File: config.mk
export PLATFORM = sky130hd
export DESIGN_NAME = shared_det_response_ctrl
export DESIGN_NICKNAME = d
export VERILOG_FILES = /design/src/rtl/shared_det_response_ctrl.sv
export SDC_FILE = /design/constraint.sdc
export NUM_CORES = 1
export LEC_CHECK = 0
export BUFFER_PORTS_ARGS = -buffer_cell sky130_fd_sc_hd__buf_2
export CELL_PAD_IN_SITES_DETAIL_PLACEMENT = 1
export CELL_PAD_IN_SITES_GLOBAL_PLACEMENT = 2
export CORE_MARGIN = 5
export CORE_UTILIZATION = 34
export DETAILED_ROUTE_END_ITERATION = 16
export PLACE_DENSITY_LB_ADDON = 0.05
export SLEW_MARGIN = 20
export SYNTH_ARGS = -nofsm -noshare
export SYNTH_HDL_FRONTEND = slang
export SYNTH_SLANG_ARGS = --single-unit
File: constraint.sdc
create_clock -name clk -period 2 [get_ports clk]
set_input_delay 0.1 -clock clk [delete_from_list [all_inputs] [get_ports clk]]
set_output_delay 0.1 -clock clk [all_outputs]
set_load 0.01 [all_outputs]
File: src/rtl/shared_det_response_ctrl.sv
// Response stage for a duplicated 2-share masked S-box layer: releases agreeing beats,
// zeroes and counts mismatching ones, and locks the datapath once the fault threshold is hit.
module shared_det_response_ctrl #(
  parameter int unsigned SHARE_W      = 3,
  parameter int unsigned CNT_W        = 4,
  parameter int unsigned ALARM_THRESH = 1
) (
  input  logic               clk,
  input  logic               rst,
  input  logic               port_in_valid,
  output logic               port_in_ready,
  input  logic [SHARE_W-1:0] port_data_s0_in,
  input  logic [SHARE_W-1:0] port_data_s1_in,
  input  logic [1:0]         port_det_in,
  output logic               port_out_valid,
  input  logic               port_out_ready,
  output logic [SHARE_W-1:0] port_data_s0_out,
  output logic [SHARE_W-1:0] port_data_s1_out,
  output logic               port_fault_out,
  output logic               port_alarm_out,
  output logic [CNT_W-1:0]   port_fault_cnt_out
);

  typedef enum logic [1:0] {StRun, StDrain, StLocked} state_e;

  state_e             state_q;
  logic               s1_valid_q;
  logic [SHARE_W-1:0] s1_s0_q;
  logic [SHARE_W-1:0] s1_s1_q;
  logic [1:0]         s1_det_q;
  logic               s2_valid_q;
  logic [SHARE_W-1:0] s2_s0_q;
  logic [SHARE_W-1:0] s2_s1_q;
  logic               s2_fault_q;
  logic               alarm_q;
  logic [CNT_W-1:0]   cnt_q;

  logic             s1_adv;
  logic             in_hs;
  logic             fault;
  logic [CNT_W-1:0] cnt_inc;
  logic             alarm_hit;

  assign s1_adv    = (state_q == StRun) & s1_valid_q & (~s2_valid_q | port_out_ready);
  assign in_hs     = port_in_valid & port_in_ready;
  // Only the detection flags drive the decision, never share data.
  assign fault     = ~(s1_det_q[0] & s1_det_q[1]);
  assign cnt_inc   = (cnt_q == {CNT_W{1'b1}}) ? cnt_q : cnt_q + {{(CNT_W-1){1'b0}}, 1'b1};
  assign alarm_hit = (ALARM_THRESH != 0) && (32'(cnt_inc) == ALARM_THRESH);

  assign port_in_ready      = ~rst & (state_q == StRun) & (~s1_valid_q | s1_adv);
  assign port_out_valid     = s2_valid_q;
  assign port_data_s0_out   = s2_s0_q;
  assign port_data_s1_out   = s2_s1_q;
  assign port_fault_out     = s2_fault_q;
  assign port_alarm_out     = alarm_q;
  assign port_fault_cnt_out = cnt_q;

  always_ff @(posedge clk or posedge rst) begin
    if (rst) begin
      state_q    <= StRun;
      s1_valid_q <= 1'b0;
      s1_s0_q    <= '0;
      s1_s1_q    <= '0;
      s1_det_q   <= '0;
      s2_valid_q <= 1'b0;
      s2_s0_q    <= '0;
      s2_s1_q    <= '0;
      s2_fault_q <= 1'b0;
      alarm_q    <= 1'b0;
      cnt_q      <= '0;
    end else begin
      unique case (state_q)
        StRun: begin
          if (s1_adv) begin
            s2_valid_q <= 1'b1;
            // Each share is gated on its own; the shares never meet.
            s2_s0_q    <= fault ? '0 : s1_s0_q;
            s2_s1_q    <= fault ? '0 : s1_s1_q;
            s2_fault_q <= fault;
            if (fault) begin
              cnt_q <= cnt_inc;
              if (alarm_hit) begin
                state_q <= StDrain;
                alarm_q <= 1'b1;
              end
            end
          end else if (port_out_ready) begin
            s2_valid_q <= 1'b0;
          end

          // A beat accepted alongside the alarm-triggering move is dropped.
          if (s1_adv && fault && alarm_hit) begin
            s1_valid_q <= 1'b0;
          end else if (in_hs) begin
            s1_valid_q <= 1'b1;
            s1_s0_q    <= port_data_s0_in;
            s1_s1_q    <= port_data_s1_in;
            s1_det_q   <= port_det_in;
          end else if (s1_adv) begin
            s1_valid_q <= 1'b0;
          end
        end

        StDrain: begin
          s1_valid_q <= 1'b0;
          if (port_out_ready) begin
            state_q    <= StLocked;
            s2_valid_q <= 1'b0;
            s2_s0_q    <= '0;
            s2_s1_q    <= '0;
            s2_fault_q <= 1'b0;
          end
        end

        StLocked: begin
          s1_valid_q <= 1'b0;
          s2_valid_q <= 1'b0;
        end

        default: state_q <= StLocked;
      endcase
    end
  end

endmodule

==> run metrics <==
clock insertion delay at the later pin of the skew report about 0.32 ns; largest fanout on the critical path 7; number of flops mapped to enable cells by yosys 0; Wirelength per Cell 15.8 µm; count of warnings emitted by yosys 0; number of I/O pins 26; routability congestion estimate 0.761; run status finished, final reports clean; number of CTS-inserted buffers 3; core area between 3000 and 4000 µm²; transition time at the pin with the least slew margin 0.443 ns; number of max-slew violations in the final report 0; drt initial violations 9; hold path startpoint port_data_s0_in[1]; total count of hold-check failures in the final report 0; static leakage power 0.000806 µW; mean instance size in the synthesized netlist 12.7 µm²; headroom to the max-slew limit 0.703; NumNets Final 160; Syn Nets 112; Placed Instances about 170; initial standard-cell utilization of the core 0.353; synth-to-layout area growth 34.6%; first element of the critical path state_q[0]; Remaining DRCs 0; clock input transition at the sequential cells of the worst setup and hold paths 0.14 ns; category of the critical setup timing path flop to flop; final antenna-violating net count 0; initial antenna violation count 0; final worst path period share 0.979; share of synthesized area occupied by flip-flops and latches 0.510; half-perimeter wire length of the detailed placement result 2.08 mm; kind of start point of the critical path flop; number of register bits inferred by synthesis 24; Mapped Cells 93; all-layer global routing usage 0.139; count of vias placed by the detailed router 907; maximum frequency from static timing analysis between 500 and 600 MHz; placed standard-cell area 1440 µm²; count of maximum capacitance violations 0; Worst IR Drop VDD 0.344 mV; maximum count of clock buffers along a single path 2; final routed wirelength across all metal layers about 2.9 mm; cell at the root of the clock tree clkbuf_4; ratio of routed vias to standard cells 4.88; Buffers on Ports 25; Power Density 550 nW/µm²; residual overflow from global routing 0; type of the most critical hold path input port to flop; clock tree from TritonCTS done; total die area approximately 4700 µm²; die outline height 68.8 µm; clock skew 0.00735 ns; mapped cell area between 1000 and 1500 µm²; data required time of the worst path around 2.2 ns; global-route wire length before repair 4.75 mm; worst reg2reg path startpoint state_q[0]; number of optimization iterations in the first detailed-route pass 4; number of endpoints failing setup at the final stage 0; placement row count 21; largest net degree at the start of global routing 25; share of post-route cells with drive strength above 1 0.429; utilization after layout 0.475; number of distinct standard cells referenced by the synthesized netlist 31; H-tree levels 1; vias in the first global route 1,001; diodes inserted 0; number of standard cells in the final layout excluding fillers between 150 and 200; share of synthesized flip-flops with an asynchronous set or reset 1.00; arrival time of the worst setup path 2.17 ns; post-layout minimum cycle time between 1.5 and 2 ns; category of the worst setup path capture point flop; overall die width around 69 µm; most frequently used flop master after synthesis dfrtp_1; clk sink count 24; cell area after layout 1590 µm²
## kinds of logic (layout without fill, tap and decap cells)
logic type | Yosys count | after routing | synth area share
compound gates | 27 | 28 | 0.177
flops | 24 | 24 | 0.510
simple gates | 17 | 17 | 0.116
mux | 9 | 9 | 0.0893
buf+inv | 8 | 54 | 0.0255
fa+ha+maj | 7 | 7 | 0.0744
xor+xnor | 1 | 1 | 0.00744
## worst max-delay path: stages, from the launching register on
cell	delay, ns
dfrtp_1	0.40
inv_1	0.10
ha_2	0.20
buf_4	0.14
nand2_4	0.09
or3_4	0.39
a21o_2	0.22
mux2_4	0.29
## worst paths after layout
kind / to / slack [ns] / depth (start not counted)
min in group asynchronous: port_alarm_out / 0.36 / 4
setup / recovery: flop / 0.04 / 7
setup reg to reg: flop / 0.04 / 7
max in group asynchronous: s1_det_q[1] / 1.39 / 4
hold reg to reg: port_alarm_out / 0.49 / 1
hold / removal: s1_s0_q[1] / 0.02 / 2
## cell type report
| type | count | area, µm² |
|---|---|---|
| fill | 386 | 1750 |
| multi-input combinational | 62 | 574 |
| tap | 46 | 57.6 |
| inverter | 8 | 30.0 |
| clock buffer | 3 | 22.5 |
| clock inverter | 1 | 30.0 |
| timing repair buffer | 42 | 270 |
| sequential | 24 | 601 |
## per-stage QoR
step / setup WS, ns / TNS [ns] / hold WS [ns] / power [µW]
after global routing: -0.0174 / -0.0691 / 0.00747 / 906
after CTS: 0.0526 / 0 / 0.00226 / 885
after global placement: 0.137 / 0 / 0.178 / 519
final: 0.0429 / 0 / 0.0196 / 872
after detailed placement: 0.0767 / 0 / 0.180 / 520
after floorplan: 0.138 / 0 / 0.115 / 503
## metal layers
| layer | global-route usage | share of wire | wire (µm) |
|---|---|---|---|
| met1 | 0.164 | 0.41 | 1200 |
| met2 | 0.249 | 0.53 | 1550 |
| met3 | 0.0324 | 0.052 | 154 |
| met4 | 0.0438 | 0.012 | 34 |
| met5 | 0 | 0 | 0 |
## power breakdown
group          leakage [µW]  total (µW)  switching (µW)  internal, µW
Combinational      0.000458        35.1            16.6          18.5
Sequential         0.000320         485               0           485
Clock             0.0000279         352             149           203
Total              0.000806         872             166           706
## cell usage in the layout, fill, tap and decap left out, types with 3 or more instances in the layout
master | Yosys | final
buf_4 | 0 | 10
dfrtp_1 | 24 | 24
o21ai_0 | 3 | 3
clkbuf_4 | 0 | 3
a22o_1 | 8 | 8
mux2_2 | 8 | 8
a21oi_1 | 6 | 5
nor3_1 | 3 | 3
ha_1 | 7 | 6
inv_1 | 8 | 8
buf_2 | 0 | 25
dlygate4sd3_1 | 0 | 7
## flip-flops by register name, indices dropped and copies added (netlist names), 2 cells and up, named ones only
| name | count |
|---|---|
| port_data_s0_out | 3 |
| port_data_s1_out | 3 |
| port_fault_cnt_out | 3 |
| s1_det_q | 2 |
| s1_s0_q | 3 |
| s1_s1_q | 3 |
| state_q | 2 |
## Yosys cell counts (all sizes together) (2+ instances only)
cell type	number	area share
and2	2	0.011
nand2	2	0.013
a21oi	6	0.026
a22o	8	0.060
nor2	2	0.0064
o21ai	3	0.013
inv	8	0.026
nor3	3	0.013
ha	7	0.074
a21o	3	0.021
mux2	9	0.089
dfrtp	24	0.51
## what timing repair did
action	4_1_cts	5_1_grt
setup buffers	0	0
hold buffers	6	1
setup endpoints to repair	0	16
gates resized for setup	0	3
endpoints found under the hold margin	29	1
(Power assumes the default switching activity.)
